`src/rtl/condicionador_botoes.sv`:
```
// -----------------------------------------------------------------------------
// condicionador_botoes
//
// Purpose:
//   Button conditioner in front of the game datapath and control unit.
//   It synchronises the raw buttons, debounces them and rejects combinations
//   that are not one-hot. Each physical press hands over at most one clean
//   play, seen as a 1-cycle tem_jogada pulse with a registered one-hot jogada
//   code. A new press is only considered after a debounced release.
//
// Ports:
//   clock         system clock
//   reset         synchronous, active-high reset
//   botoes        raw asynchronous button levels (N_BOTOES bits)
//   habilita      high while the control unit is waiting for a play
//   tem_jogada    registered 1-cycle pulse for each accepted play
//   jogada        registered one-hot code of the last accepted play
//   erro_multiplo 1-cycle pulse when a multi-button press is rejected
//   db_estado     current FSM state code for the debug display
//
// Configuration:
//   CONDICIONADOR_ERRO_MULTIPLO_EN - when defined, erro_multiplo is a
//   registered pulse. Otherwise it is tied to 0.
// -----------------------------------------------------------------------------
module condicionador_botoes #(
    parameter int N_BOTOES        = 4,
    parameter int DEBOUNCE_CICLOS = 3
) (
    input  logic                clock,
    input  logic                reset,
    input  logic [N_BOTOES-1:0] botoes,
    input  logic                habilita,
    output logic                tem_jogada,
    output logic [N_BOTOES-1:0] jogada,
    output logic                erro_multiplo,
    output logic [3:0]          db_estado
);

    localparam int CW = $clog2(DEBOUNCE_CICLOS) + 1;
    localparam logic [CW-1:0] CNT_MAX = CW'(DEBOUNCE_CICLOS - 1);
    localparam logic [CW-1:0] CNT_UM  = CW'(1);

    typedef enum logic [1:0] {
        OCIOSO        = 2'd0,
        CONTANDO      = 2'd1,
        PULSO         = 2'd2,
        ESPERA_SOLTAR = 2'd3
    } estado_t;

    // Two-stage synchroniser on the raw asynchronous levels.
    logic [N_BOTOES-1:0] sync1_q;
    logic [N_BOTOES-1:0] sync2_q;
    logic [N_BOTOES-1:0] botoes_s;

    estado_t             estado_q, estado_d;
    logic [CW-1:0]       cnt_q, cnt_d;
    logic [N_BOTOES-1:0] cand_q, cand_d;
    logic [N_BOTOES-1:0] jogada_q, jogada_d;
    logic                tem_jogada_q, tem_jogada_d;
    logic                cand_um_quente;

    always_ff @(posedge clock) begin
        if (reset) begin
            sync1_q <= '0;
            sync2_q <= '0;
        end else begin
            sync1_q <= botoes;
            sync2_q <= sync1_q;
        end
    end

    assign botoes_s = sync2_q;

    // Exactly one bit set: nonzero and clearing the lowest set bit gives zero.
    assign cand_um_quente = (cand_q != '0) &&
                            ((cand_q & (cand_q - N_BOTOES'(1))) == '0);

`ifdef CONDICIONADOR_ERRO_MULTIPLO_EN
    logic erro_q, erro_d;
`endif

    always_comb begin
        estado_d     = estado_q;
        cnt_d        = cnt_q;
        cand_d       = cand_q;
        jogada_d     = jogada_q;
        tem_jogada_d = 1'b0;
`ifdef CONDICIONADOR_ERRO_MULTIPLO_EN
        erro_d       = 1'b0;
`endif
        case (estado_q)
            OCIOSO: begin
                if (botoes_s != '0) begin
                    cand_d   = botoes_s;
                    cnt_d    = CNT_UM;
                    estado_d = CONTANDO;
                end
            end
            CONTANDO: begin
                if (botoes_s == '0) begin
                    // Short glitch: drop it silently.
                    estado_d = OCIOSO;
                end else if (botoes_s != cand_q) begin
                    // Pattern changed while counting: restart on the new one.
                    cand_d = botoes_s;
                    cnt_d  = CNT_UM;
                end else if (cnt_q < CNT_MAX) begin
                    cnt_d = cnt_q + CNT_UM;
                end else begin
                    // Decision edge: the candidate is stable long enough.
                    cnt_d = '0;
                    if (cand_um_quente && habilita) begin
                        jogada_d     = cand_q;
                        tem_jogada_d = 1'b1;
                        estado_d     = PULSO;
                    end else begin
                        estado_d = ESPERA_SOLTAR;
`ifdef CONDICIONADOR_ERRO_MULTIPLO_EN
                        erro_d   = !cand_um_quente;
`endif
                    end
                end
            end
            PULSO: begin
                cnt_d    = '0;
                estado_d = ESPERA_SOLTAR;
            end
            ESPERA_SOLTAR: begin
                // Re-arm only after a release that is stable for the
                // full debounce window.
                if (botoes_s != '0) begin
                    cnt_d = '0;
                end else if (cnt_q == CNT_MAX) begin
                    cnt_d    = '0;
                    estado_d = OCIOSO;
                end else begin
                    cnt_d = cnt_q + CNT_UM;
                end
            end
            default: begin
                estado_d = ESPERA_SOLTAR;
                cnt_d    = '0;
            end
        endcase
    end

    // Reset lands in ESPERA_SOLTAR so a button held through reset is
    // never reported as a play.
    always_ff @(posedge clock) begin
        if (reset) begin
            estado_q     <= ESPERA_SOLTAR;
            cnt_q        <= '0;
            cand_q       <= '0;
            jogada_q     <= '0;
            tem_jogada_q <= 1'b0;
        end else begin
            estado_q     <= estado_d;
            cnt_q        <= cnt_d;
            cand_q       <= cand_d;
            jogada_q     <= jogada_d;
            tem_jogada_q <= tem_jogada_d;
        end
    end

`ifdef CONDICIONADOR_ERRO_MULTIPLO_EN
    always_ff @(posedge clock) begin
        if (reset) begin
            erro_q <= 1'b0;
        end else begin
            erro_q <= erro_d;
        end
    end
    assign erro_multiplo = erro_q;
`else
    assign erro_multiplo = 1'b0;
`endif

    assign tem_jogada = tem_jogada_q;
    assign jogada     = jogada_q;
    assign db_estado  = {2'b00, estado_q};

endmodule

```
`config.mk`:
```
export PLATFORM = sky130hd
export DESIGN_NAME = condicionador_botoes
export DESIGN_NICKNAME = d
export VERILOG_FILES = /design/src/rtl/condicionador_botoes.sv
export SDC_FILE = /design/constraint.sdc
export NUM_CORES = 1
export LEC_CHECK = 0
export CAP_MARGIN = 20
export CELL_PAD_IN_SITES_DETAIL_PLACEMENT = 1
export CELL_PAD_IN_SITES_GLOBAL_PLACEMENT = 2
export CORE_MARGIN = 10
export CORE_UTILIZATION = 29
export CTS_CLUSTER_DIAMETER = 150
export CTS_CLUSTER_SIZE = 14
export DETAILED_ROUTE_END_ITERATION = 8
export GPL_TIMING_DRIVEN = 0
export HOLD_SLACK_MARGIN = 0.08
export PLACE_DENSITY_LB_ADDON = 0.12
export REMOVE_ABC_BUFFERS = 1
export SETUP_SLACK_MARGIN = 0.02
export SLEW_MARGIN = 30
export SYNTH_ARGS = -nofsm -noshare
export SYNTH_HDL_FRONTEND = slang
export SYNTH_SLANG_ARGS = --single-unit
```
`constraint.sdc`:
```
create_clock -name clock -period 1.6 [get_ports clock]
set_input_delay 0.24 -clock clock [delete_from_list [all_inputs] [get_ports clock]]
set_output_delay 0.24 -clock clock [all_outputs]
set_load 0.02 [all_outputs]
```
# Word level (Yosys, flattened, before mapping)
# Cells that the tools add are included.
# totals
wordCells	60
ff_bits	22
mem_count	0
mem_bits_ro	0
input_bits	7
latchBits	0
ramBits	0
# classes
eq_ne	12
mux	20
n_bitwise	5
n_reduce_logical	13
multipliers	0
add_sub_neg	2
n_shift	0
n_lt_le_gt_ge	1
n_div	0
# ops
cell	n
$mux W3	6
$mux W2	6
$mux W4	3
$pmux W3 S4	1
$ne A2 B2 Y1 const B	5
$reduce_and A5 Y1	2
$logic_not A4 Y1	2
$pmux W2 S4	1
$pmux W4 S2	1
$reduce_bool A4 Y1	2
$ne A3 B3 Y1 const B	2
$reduce_or A5 Y1	1
$and A4 B4 Y4	1
$eq A2 B2 Y1 const B	2
$ne A4 B4 Y1	1
$not A1 Y1	4
$reduce_and A4 Y1	1
$sub A4 B1 Y4 const B	1
$add A3 B1 Y3 const B	1
$eq A3 B2 Y1 const B	1
$lt A3 B2 Y1 const B	1
$eq A2 B1 Y1 const B	1
$logic_and A1 B1 Y1	2
$logic_not A2 Y1	1
other kinds (3)	4

# Depth between registers and ports, before layout
# logic_depth
depth_word	10
depth_mapped	6

# Least setup slack after synthesis
# OpenSTA, ideal clock, no wires.
# synth_timing
path_type	register to register
from	register sync2_q[0], in the netlist botoes_s[0]
to	register cnt_q[2]
path_buffers	1
t_required_ns	1.469
synth_period_minus_slack_ns	1.526
slack_ns	0.074
setup_ns	0.131
arrival_time_ns	1.395
path_stages_with_launch	6
path_cell_list	dfxtp_1 or4_1 buf_2 or3_1 o211ai_1 nor3_1
# synth_between
elab_chain_cells	4
elab_cells_between_ends	10
# synth_rtl
item	line	rtl
from (decl)	52	logic [N_BOTOES-1:0] sync2_q;
from (signal assigned)	68	sync2_q <= sync1_q;
$ne A4 B4 Y1	103	end else if (botoes_s != cand_q) begin
$mux W3	103	
$mux W3	100	if (botoes_s == '0) begin
$pmux W3 S4	91	case (estado_q)
to (signal assigned)	158	cnt_q <= cnt_d;
to (decl)	56	logic [CW-1:0] cnt_q, cnt_d;
# Parallel ways exist; a longest one is shown, timed or not. The select of a mux whose other input is x is not followed.
# A chain may end at the register's enable or synchronous reset.

# Worst setup path after layout
# layout_timing
from	register sync2_q[2], in the netlist botoes_s[2]
to	register cnt_q[2]
# The elaborated chain is that of the path after synthesis.

==> flow_summary_export.csv <==
group,metric,value,unit
die,die_x,80.56,µm
clock_network,hold_buffers,0,
drt,post-route-drc-count,0,
clock_network,clkTransAtPathRegs,80,ps
global_routing,grt_pass1_vias,831,
finish,mostFrequentLayoutCell,"dfxtp_1",
setup_path,cp_slowest_cell,"or4_4",
die,die_area,6490,µm²
setup_path,critPathLaunch,"botoes_s[2]",
setup_path,r2r_slack,40,ps
global_routing,antenna_found_initial,0,
global_routing,grt_overflow,0,
drt,drt-vias-per-instance,4.848,
finish,final_cell_mix,"dfxtp_1 (16), clkdlybuf4s50_1 (10), nor2b_1 (8), inv_1 (6), dfxtp_2 (6)",
run,cap_violations,0,
placed_design,dp_cells,159,
yosys,seq_area_frac_synth,41.41,%
placed_design,dpl.hpwl,1745,µm
clock_network,clk_path_buf_depth,2,
pwr,peakVddDrop,0.3322,mV
pwr,power_density,833.3,nW/µm²
finish,antenna-diode-count,0,
yosys,ys_ff_latch,22,
global_routing,grt_util_all_layers,7.885,%
setup_path,critPathRequiredTime,1710,ps
clock_network,cts_tree,"built",
clock_network,clock_sinks,22,
sta,setup_tns,0,ps
sta,fin_crit_sh,97.60,%
finish,area_growth,24.71,%
setup_path,path_max_fanout,6,
sta,setup_viol,0,
drt,drtIter0Drc,43,
drt,wirelength,2365,µm
finish,fillers,397,
finish,multiInputGateArea,604.3,µm²
yosys,syn_avg_cell_area,9.939,µm²
min_path,worstHoldStart,"sync1_q[1]",
die,rows,21,
min_path,whs_path_depth,1,
clock_network,cts_inserted_buffers,3,
finish,drive_above_1_share,21.85,%
sta,worst_pin_slew,850.9,ps
placed_design,port_buffers,13,
sta,slew_headroom,43.27,%
drt,vias,800,
die,initial_core_util,30.90,%
clock_network,clk_latency,260,ps
setup_path,cp-start-kind,"flop",
yosys,synthCells,107,
setup_path,critPathMaxStageDelay,580,ps
placed_design,place_congestion,0.7590,
drt,drt-wirelength-per-cell,14.33,µm
sta,post-route-min-period,1562,ps
setup_path,path_cells,"or4_4 -> or3_1 -> o211ai_1 -> nor3_1",
min_path,min-delay-path-class,"flop to flop",
finish,nNetsFinal,130,
die,core_area,3442,µm²
setup_path,worstPathArrival,1680,ps
setup_path,reg2reg_to,"cnt_q[2]",
die,io_pins,17,
drt,postRouteAntennaNets,0,
finish,final_cells,165,
die,die_h,80.56,µm
sta,drv_slew,0,
sta,clock.fmax,640.4,MHz
drt,firstDrtPassIters,4,
yosys,syn_area,1064,µm²
setup_path,critPathCaptureType,"flop",
sta,fin_worst_skew,1.477,ps
setup_path,reg2regPathDepth,4,
sta,rsz0062_at_grt,"true",
sta,hold_viol_final,0,
clock_network,cts_max_level,1,
global_routing,grt_max_degree,27,
clock_network,root_buffer,"clkbuf_8",
min_path,min_to,"botoes_s[1]",
outcome,outcome,"finished, final reports clean",
setup_path,timing.rr.start,"botoes_s[2]",
finish,seqCellArea,447.9,µm²
yosys,yosysWarnings,0,
pwr,leakage,0.0004795,µW
global_routing,grt_pass1_wl,4140,µm
yosys,synthDistinctLibCells,40,
setup_path,worstSetupPathType,"flop to flop",
==> sequential cells by signal, summed over array words and instances (netlist names), named ones only <==
| signal | count |
|---|---|
| tem_jogada | 1 |
| cand_q | 4 |
| estado_q | 1 |
| cnt_q | 3 |
| sync1_q | 4 |
| botoes_s | 4 |
| jogada | 4 |
==> how the worst max path moves through the flow <==
stage / endpoint / cells past startpoint / slack, ps
after floorplan: cnt_q[2] / 4 / 110
after global placement: cand_q[2] / 3 / -250
after detailed placement: cand_q[2] / 3 / -310
after CTS: cnt_q[2] / 4 / 30
after global routing: cnt_q[2] / 4 / -30
final: cnt_q[2] / 4 / 40
==> power breakdown <==
group          leakage [µW]  switching (µW)  total (µW)  internal [µW]
combinational      0.000277            87.6         167           79.4
sequential         0.000181            27.3         596            569
clock             0.0000216             174         342            168
total              0.000480             289        1110            817
==> metal layers <==
layer | wire length (µm) | vias to the layer above | global-route usage [%]
li1 | - | 396 | -
met1 | 1125 | 385 | 9.785
met2 | 1103 | 15 | 12.42
met3 | 105 | 4 | 1.893
met4 | 31 | 0 | 3.697
met5 | 0 | - | 0
==> per-stage QoR <==
stage | hold WS, ps | instance area (µm²) | power, µW | worst slack, ps | util [%]
5_1_grt | 457.0 | 1326 | 1180 | -31.47 | 38.53
2_1_floorplan | 309.1 | 1017 | 697.7 | 106.9 | -
3_3_place_gp | 418.1 | 1205 | 750.0 | -253.0 | 35.01
6_report | 438.3 | 1326 | 1105 | 38.39 | 38.53
3_5_place_dp | 427.4 | 1205 | 751.1 | -305.5 | 35.01
4_1_cts | 444.2 | 1275 | 1108 | 28.00 | 37.04
==> synth_stat cells <==
master    count  area, µm²
o32ai_1       4      35.03
and3_1        1      6.260
o221ai_1      1      8.760
nor2b_1       8      50.05
inv_1         6      22.52
nand2b_1      4      25.02
o211ai_1      2      15.01
nor4_2        1      12.51
xor2_1        4      35.03
a21oi_1       3      15.01
and2_2        1      7.510
o2111a_1      1      11.26
nand4b_1      2      17.52
or4_1         1      7.510
nor4b_1       3      26.28
buf_6         1      11.26
or2b_2        4      35.03
nor4bb_1      1      10.01
o41ai_2       1      16.27
a21o_1        1      7.510
conb_1        1      3.750
nor2_1        5      18.77
buf_2         1      5.000
dfxtp_1      22      440.4
nand2_1       1      3.750
clkbuf_1      4      15.01
o31ai_1       1      7.510
and4b_1       1      10.01
or3_1         1      6.260
nand3b_1      1      7.510
a211oi_1      2      15.01
a311o_1       1      10.01
buf_4         3      22.52
nor3_4        1      16.27
mux2i_1       4      40.04
a211oi_2      1      12.51
nor3_1        2      10.01
ha_1          2      25.02
o21ai_0       2      10.01
xnor2_1       1      8.760
==> repair_timing <==
action / in CTS / in global routing
gates resized for setup: 9 / 8
buffers inserted: 1 / 2
endpoints found under the setup margin: 12 / 12
pin swaps: 1 / 4
==> final cells by class <==
class / instances / share of cell area, %
Tap cell: 46 / 4.340
Clock buffer: 3 / 3.113
Timing Repair Buffer: 16 / 11.51
Multi-Input combinational cell: 72 / 45.57
Sequential cell: 22 / 33.77
Inverter: 6 / 1.698
==> critical path: cells and delay by family, from the launching register on <==
kind,cells,cell delay [ps]
and+or+nand+nor,3,970
AOI/OAI and AO/OA,1,90
DFF,1,360
==> logic make-up (layout without fill, tap and decap cells) <==
| group | Yosys count | after routing | synth area share, % |
|---|---|---|---|
| other | 1 | 3 | 0.3526 |
| multiplexers | 4 | 4 | 3.765 |
| buffers and inverters | 15 | 25 | 7.175 |
| adder cells (fa/ha/maj) | 2 | 2 | 2.353 |
| AND/OR/NAND/NOR | 38 | 38 | 25.41 |
| flip-flops | 22 | 22 | 41.41 |
| XOR/XNOR | 5 | 5 | 4.117 |
| AO/OA/AOI/OAI | 20 | 20 | 15.41 |
Power figures use the tool's default switching activity.
